==> config.mk <==
export PLATFORM = sky130hd
export DESIGN_NAME = otn_rx_deser_ack
export DESIGN_NICKNAME = d
export VERILOG_FILES = /design/src/rtl/otn_rx_deser_ack_pkg.sv /design/src/rtl/otn_rx_deser_ack_ack_ser.sv /design/src/rtl/otn_rx_deser_ack.sv
export SDC_FILE = /design/constraint.sdc
export NUM_CORES = 1
export LEC_CHECK = 0
export BUFFER_PORTS_ARGS = -buffer_cell sky130_fd_sc_hd__buf_2
export CAP_MARGIN = 30
export CORE_MARGIN = 5
export CORE_UTILIZATION = 55
export DETAILED_ROUTE_END_ITERATION = 6
export GPL_TIMING_DRIVEN = 0
export PLACE_DENSITY = 0.77
export REMOVE_ABC_BUFFERS = 1
export SLEW_MARGIN = 10
export SYNTH_ARGS = -nofsm -noshare
export SYNTH_HDL_FRONTEND = slang
export SYNTH_SLANG_ARGS = --single-unit
==> constraint.sdc <==
create_clock -name i_clk -period 2.53 [get_ports i_clk]
set_input_delay 0.506 -clock i_clk [delete_from_list [all_inputs] [get_ports i_clk]]
set_output_delay 0.506 -clock i_clk [all_outputs]
set_load 0.02 [all_outputs]
==> src/rtl/otn_rx_deser_ack_pkg.sv <==
// Shared constants and state encodings for the OTN receive deserializer and its ACK return path.
package otn_rx_pkg;

    // FAS as it sits in the 48-bit hunt register: first byte on the line lands in [7:0]
    localparam logic [47:0] FAS = 48'h282828F6F6F6;

    localparam int FRAME_BYTES_DEF = 4164;
    localparam int BAUD_DIV_DEF    = 20;
    localparam int SAMPLE_PT_DEF   = 10;
    localparam int CHK_TIMEOUT_DEF = 65535;

    typedef enum logic [2:0] {
        ST_HUNT      = 3'd0,
        ST_RECV      = 3'd1,
        ST_CHK_WAIT  = 3'd2,
        ST_ACK_START = 3'd3,
        ST_ACK_BIT   = 3'd4,
        ST_ACK_STOP  = 3'd5
    } rx_state_e;

    typedef enum logic [1:0] {
        AK_IDLE  = 2'd0,
        AK_START = 2'd1,
        AK_BIT   = 2'd2,
        AK_STOP  = 2'd3
    } ack_phase_e;

endpackage

==> src/rtl/otn_rx_deser_ack_ack_ser.sv <==
// ACK serializer: start bit 0, verdict bit, stop bit 0, each one baud long, line idles high.
module ack_ser
    import otn_rx_pkg::*;
#(
    parameter int BAUD_DIV = BAUD_DIV_DEF
) (
    input  logic i_clk,
    input  logic i_rst,
    input  logic i_baud_en,
    input  logic i_start,
    input  logic i_good,
    output logic o_tx,
    output logic o_busy,
    output logic o_step
);

    ack_phase_e r_phase;
    logic [4:0] r_cnt;
    logic       r_good;
    logic       r_tx;
    logic       w_step;

    // Last enable of the current baud; the parent FSM advances on the same edge
    assign w_step = (r_phase != AK_IDLE) && i_baud_en && (r_cnt == 5'(BAUD_DIV - 1));

    always_ff @(posedge i_clk) begin
        if (i_rst) begin
            r_phase <= AK_IDLE;
            r_cnt   <= '0;
            r_good  <= 1'b0;
            r_tx    <= 1'b1;
        end else if (i_start) begin
            r_phase <= AK_START;
            r_cnt   <= '0;
            r_good  <= i_good;
            r_tx    <= 1'b0;
        end else if (r_phase != AK_IDLE && i_baud_en) begin
            if (w_step) begin
                r_cnt <= '0;
                case (r_phase)
                    AK_START: begin
                        r_phase <= AK_BIT;
                        r_tx    <= r_good;
                    end
                    AK_BIT: begin
                        r_phase <= AK_STOP;
                        r_tx    <= 1'b0;
                    end
                    default: begin
                        r_phase <= AK_IDLE;
                        r_tx    <= 1'b1;
                    end
                endcase
            end else begin
                r_cnt <= r_cnt + 5'd1;
            end
        end
    end

    assign o_tx   = r_tx;
    assign o_busy = (r_phase != AK_IDLE);
    assign o_step = w_step;

endmodule

==> src/rtl/otn_rx_deser_ack.sv <==
// OTN receive side: oversample and align on FAS, deserialize LSB-first bytes to the demapper,
// then return the demapper's frame verdict to the sender as a serial ACK.
module otn_rx_deser_ack
    import otn_rx_pkg::*;
#(
    parameter int FRAME_BYTES = FRAME_BYTES_DEF,
    parameter int BAUD_DIV    = BAUD_DIV_DEF,
    parameter int SAMPLE_PT   = SAMPLE_PT_DEF,
    parameter int CHK_TIMEOUT = CHK_TIMEOUT_DEF
) (
    input  logic       i_clk,
    input  logic       i_rst,
    input  logic       i_sclk_en_16_x_baud,
    input  logic       i_otn_rx_data,
    output logic [7:0] o_frame_data,
    output logic       o_frame_data_valid,
    output logic       o_frame_data_fas,
    output logic       o_frame_done,
    input  logic       i_chk_valid,
    input  logic       i_chk_good,
    output logic       o_otn_tx_ack,
    output logic [2:0] o_rx_state
);

    localparam int TO_W = $clog2(CHK_TIMEOUT + 1);

    rx_state_e       r_state;
    logic            r_sync1, r_sync2, r_prev;
    logic [4:0]      r_tick;
    logic [47:0]     r_hunt;
    logic [7:0]      r_byte;
    logic [2:0]      r_bit_cnt;
    logic [12:0]     r_byte_cnt;
    logic [TO_W-1:0] r_to;

    logic        w_edge, w_sample, w_timeout;
    logic        w_ack_start, w_ack_good, w_ack_busy, w_ack_step;
    logic [47:0] w_hunt_nxt;
    logic [7:0]  w_byte_nxt;
    logic [12:0] w_cnt_nxt;

    assign w_edge      = (r_sync2 != r_prev) && (r_state == ST_HUNT || r_state == ST_RECV);
    assign w_sample    = i_sclk_en_16_x_baud && (r_tick == 5'(SAMPLE_PT));
    assign w_hunt_nxt  = {r_sync2, r_hunt[47:1]};
    assign w_byte_nxt  = {r_sync2, r_byte[7:1]};
    assign w_cnt_nxt   = r_byte_cnt + 13'd1;
    assign w_timeout   = (r_to == TO_W'(CHK_TIMEOUT));
    // A verdict arriving on the timeout clock still wins
    assign w_ack_start = (r_state == ST_CHK_WAIT) && (i_chk_valid || w_timeout);
    assign w_ack_good  = i_chk_valid & i_chk_good;

    always_ff @(posedge i_clk) begin
        if (i_rst) begin
            r_sync1 <= 1'b1;
            r_sync2 <= 1'b1;
            r_prev  <= 1'b1;
        end else begin
            r_sync1 <= i_otn_rx_data;
            r_sync2 <= r_sync1;
            r_prev  <= r_sync2;
        end
    end

    // Edges re-centre the sample point; long runs free-run at one sample per baud
    always_ff @(posedge i_clk) begin
        if (i_rst)
            r_tick <= '0;
        else if (w_edge)
            r_tick <= '0;
        else if (i_sclk_en_16_x_baud)
            r_tick <= (r_tick == 5'(BAUD_DIV - 1)) ? 5'd0 : r_tick + 5'd1;
    end

    always_ff @(posedge i_clk) begin
        if (i_rst) begin
            r_state            <= ST_HUNT;
            r_hunt             <= '0;
            r_byte             <= '0;
            r_bit_cnt          <= '0;
            r_byte_cnt         <= '0;
            r_to               <= '0;
            o_frame_data       <= '0;
            o_frame_data_valid <= 1'b0;
            o_frame_data_fas   <= 1'b0;
            o_frame_done       <= 1'b0;
        end else begin
            o_frame_data_valid <= 1'b0;
            o_frame_data_fas   <= 1'b0;
            o_frame_done       <= 1'b0;
            case (r_state)
                ST_HUNT: begin
                    if (w_sample) begin
                        r_hunt <= w_hunt_nxt;
                        if (w_hunt_nxt == FAS) begin
                            o_frame_data_fas <= 1'b1;
                            r_byte_cnt       <= '0;
                            r_bit_cnt        <= '0;
                            r_state          <= ST_RECV;
                        end
                    end
                end
                ST_RECV: begin
                    if (w_sample) begin
                        r_byte    <= w_byte_nxt;
                        r_bit_cnt <= r_bit_cnt + 3'd1;
                        if (r_bit_cnt == 3'd7) begin
                            o_frame_data       <= w_byte_nxt;
                            o_frame_data_valid <= 1'b1;
                            r_byte_cnt         <= w_cnt_nxt;
                            if (w_cnt_nxt == 13'(FRAME_BYTES - 6)) begin
                                o_frame_done <= 1'b1;
                                r_to         <= '0;
                                r_state      <= ST_CHK_WAIT;
                            end
                        end
                    end
                end
                ST_CHK_WAIT: begin
                    if (w_ack_start)
                        r_state <= ST_ACK_START;
                    else
                        r_to <= r_to + 1'b1;
                end
                ST_ACK_START, ST_ACK_BIT, ST_ACK_STOP: begin
                    // Tracks the serializer; an idle serializer means the ACK is over
                    if (!w_ack_busy || (r_state == ST_ACK_STOP && w_ack_step)) begin
                        r_state <= ST_HUNT;
                        r_hunt  <= '0;
                    end else if (w_ack_step) begin
                        r_state <= (r_state == ST_ACK_START) ? ST_ACK_BIT : ST_ACK_STOP;
                    end
                end
                default: begin
                    r_state <= ST_HUNT;
                    r_hunt  <= '0;
                end
            endcase
        end
    end

    ack_ser #(
        .BAUD_DIV (BAUD_DIV)
    ) u_ack_ser (
        .i_clk     (i_clk),
        .i_rst     (i_rst),
        .i_baud_en (i_sclk_en_16_x_baud),
        .i_start   (w_ack_start),
        .i_good    (w_ack_good),
        .o_tx      (o_otn_tx_ack),
        .o_busy    (w_ack_busy),
        .o_step    (w_ack_step)
    );

    assign o_rx_state = r_state;

endmodule
==> run metrics <==
Mapped Cells 646; simple-gate area share of the yosys netlist 0.2770; nets@finish 684; Synth warnings 0; RSZ-0062 raised after global routing yes; crit end category register; register bit total from synthesis 117; Layout area overhead 18.45%; fin area 6137 µm²; Initial Util 0.5634; Async S/R FF share, synth 0; initial antenna violation count 0; endpoint of the worst hold path r_sync1; Max FO, Critical Path 3; drt wl/cell 14.56 µm; maximum number of pins on one net before global-route repair 58; Fmax 386.6 MHz; FP Rows 35; flop2flop setup slack -0.06 ns; clk_skew 0.009208 ns; Routed WL 11520 µm; Core Region 9196 µm²; Root Buffer clkbuf_8; register area share after synthesis 0.4521; FF-to-FF End r_byte_cnt[10]; clock share of power 0.541; Antenna Cells 0; DR vias 4618; GR Util All Layers 0.2025; Pins Over Slew Limit 0; commonest non-fill, non-tap cell in the layout dfxtp_1; total power 4.219 mW; internal power 3.274 mW; clk sinks 117; Req. time, crit path 2.93 ns; CTS Buf Count 17; antenna-violating nets left 0; largest family of logic cells by synthesized area simple AND/OR/NAND/NOR gates; main flop type after synthesis dfxtp_1; RR Startpoint r_hunt[35]; startpoint class of the critical path register; Mapped Area 5181 µm²; Synth Area in Adders 0.02656; DIE AREA 11460 µm²; syn_area_per_cell 8.020 µm²; chip height 107.1 µm; CTS Buffer Depth 2; EDFF count, synth 0; drt initial violations 248; placed instance area 5384 µm²; Worst Reg2Reg Path Length in Cells 6; Final setup viols 3; leakage power 2.065 nW; global-route wire length before repair 19290 µm; most frequent cells in the layout dfxtp_1, nand2_1, a21oi_1; Synth Area in Compound Gates 0.1857; status finished, violations left; Max VDD drop 0.0004283 V; Final Cycle Share 1.022; Max Cap Viol 0; DR vias/cell 5.838; clock latency on the worst-skew pair 0.51 ns; I/O pin cnt 21; Final Critical Period 2.587 ns; Place WS -0.8205 ns; Crit Path Category reg2reg; First-pass DRT Iterations 5; area of the multi-input gates 2778 µm²; worst hold start i_otn_rx_data; CTS clk-pin slew, worst paths 0.06 ns; synth unique cells 50; number of port buffers 20; grt ovf 0; Seq pwr share 0.439; Die W 107.1 µm; XOR/XNOR Fraction of Synth Area 0.01521; max_slew headroom 0.5624; combinational power share 0.019; slack of the critical path -0.05652 ns; dpl hpwl 7097 µm; number of cells on the worst hold path 2; Hold Vio Cnt, Final 0; Power Density 687.5 nW/µm²; TritonCTS clock tree built; H-tree levels 4; Tightest Pin Transition 0.6528 ns; CP arrival 2.99 ns; fillers 738; worst hold path class in2reg; mux contribution to synthesized area 0.007728; Psw 945.2 µW; violated checks negative setup slack; Post-route DRC 0; share of cells above drive strength 1 0.1544; register area 2347 µm²; vias in the first global route 4349; switch share 0.2240; RD Place Congestion 0.8531
-- registers in the layout, indices dropped and copies added, names as in the netlist --
register / cells
r_tick: 5
r_byte_cnt: 13
o_frame_data_valid: 1
r_prev: 1
r_byte: 7
r_sync2: 1
r_bit_cnt: 3
o_rx_state: 3
u_ack_ser.r_cnt: 5
u_ack_ser.r_good: 1
r_sync1: 1
r_to: 16
u_ack_ser.o_tx: 1
o_frame_data_fas: 1
o_frame_done: 1
o_frame_data: 8
r_hunt: 47
u_ack_ser.r_phase: 2
-- power by group through the flow --
| stage | combinational, mW | clock (mW) | sequential, mW |
|---|---|---|---|
| after CTS | 0.0755 | 2.32 | 1.85 |
| after detailed placement | 0.0707 | 0 | 1.89 |
| final | 0.0818 | 2.28 | 1.85 |
| after global placement | 0.0625 | 0 | 1.89 |
| after floorplan | 0.0337 | 0 | 1.89 |
| after global routing | 0.0877 | 2.41 | 1.85 |
-- per-stage QoR --
stage | hold slack (ns) | util | cells | setup TNS (ns)
after CTS | 0.1592 | 0.6588 | 789 | -0.2790
after global placement | 0.3956 | 0.5725 | 740 | -401.61
after detailed placement | 0.3943 | 0.5854 | 751 | -46.58
after floorplan | 0.3895 | - | 609 | -223.77
final | 0.1716 | 0.6673 | 791 | -0.07406
after global routing | 0.1637 | 0.6673 | 791 | -0.4682
-- routing by layer --
layer | vias up | track usage | part of all wire
met3 | 19 | 0.05780 | 0.042
met2 | 106 | 0.3494 | 0.50
met5 | - | 0 | 0
li1 | 2325 | - | -
met1 | 2168 | 0.2370 | 0.45
met4 | 0 | 0.07671 | 0.014
-- cell usage after synthesis (all sizes together), types with 3 or more instances --
cell type  number  area, µm²
dfxtp         117       2342
nand2         108      405.4
a21oi          89      445.4
nor2           86      322.8
clkbuf         26      97.59
o21ai          24      120.1
a311oi         18      157.7
nand3          13      70.07
buf            11      57.55
ha             11      137.6
nor3           11      55.05
nand4          10      62.56
nand2b          9      56.30
nor2b           9      56.30
inv             8      30.03
a211oi          7      65.06
and3            6      37.54
nor3b           6      45.04
nor4bb          6      60.06
or2             6      37.54
or4             6      48.80
xnor2           6      52.55
a31oi           5      31.28
and2            5      31.28
nor4            5      31.28
mux2i           4      40.04
nand4b          4      35.03
a41oi           3      26.28
o31ai           3      22.52
or3             3      18.77
xor2            3      26.28
-- how the worst max path moves through the flow --
| stage | from | to | slack [ns] | cells past startpoint |
|---|---|---|---|---|
| 2_1_floorplan | r_tick[0] | r_hunt[10] | -4.09 | 7 |
| 3_3_place_gp | i_sclk_en_16_x_baud | r_hunt[14] | -6.61 | 6 |
| 3_5_place_dp | i_sclk_en_16_x_baud | r_hunt[9] | -0.82 | 7 |
| 4_1_cts | r_hunt[35] | r_byte_cnt[5] | -0.04 | 6 |
| 5_1_grt | r_hunt[35] | r_byte_cnt[10] | -0.13 | 6 |
| 6_report | r_hunt[35] | r_byte_cnt[10] | -0.06 | 6 |
-- area by class of cell --
cell class | instances | share of cell area
Multi-Input combinational cell | 485 | 0.4526
Clock inverter | 15 | 0.02548
Tap cell | 111 | 0.02263
Clock buffer | 17 | 0.06748
Inverter | 8 | 0.004893
Sequential cell | 117 | 0.3825
Timing Repair Buffer | 38 | 0.04444
-- worst max-delay path: stages, from the launching register on --
cell and delay, ns:
dfxtp_2 0.32, or4b_4 0.52, or4_4 0.51, or4_1 0.47
a21o_1 0.23, o31ai_2 0.32, a21oi_2 0.09
-- repair_timing --
action | 4_1_cts | 5_1_grt
cloned | 1 | 0
gates resized for setup | 12 | 13
setup buffers | 5 | 1
hold buffers | 0 | 0
setup endpoints to repair | 86 | 90
pin swaps | 4 | 4
-- cells by family (layout without fill, tap and decap cells) --
family / Yosys count / after routing
and+or+nand+nor: 300 / 301
buffers and inverters: 45 / 78
adders and majority gates: 11 / 11
muxes: 4 / 4
xor gates and xnor gates: 9 / 9
AOI/OAI and AO/OA: 160 / 160
DFF: 117 / 117
Note: power is estimated with default switching activity, not from simulation.
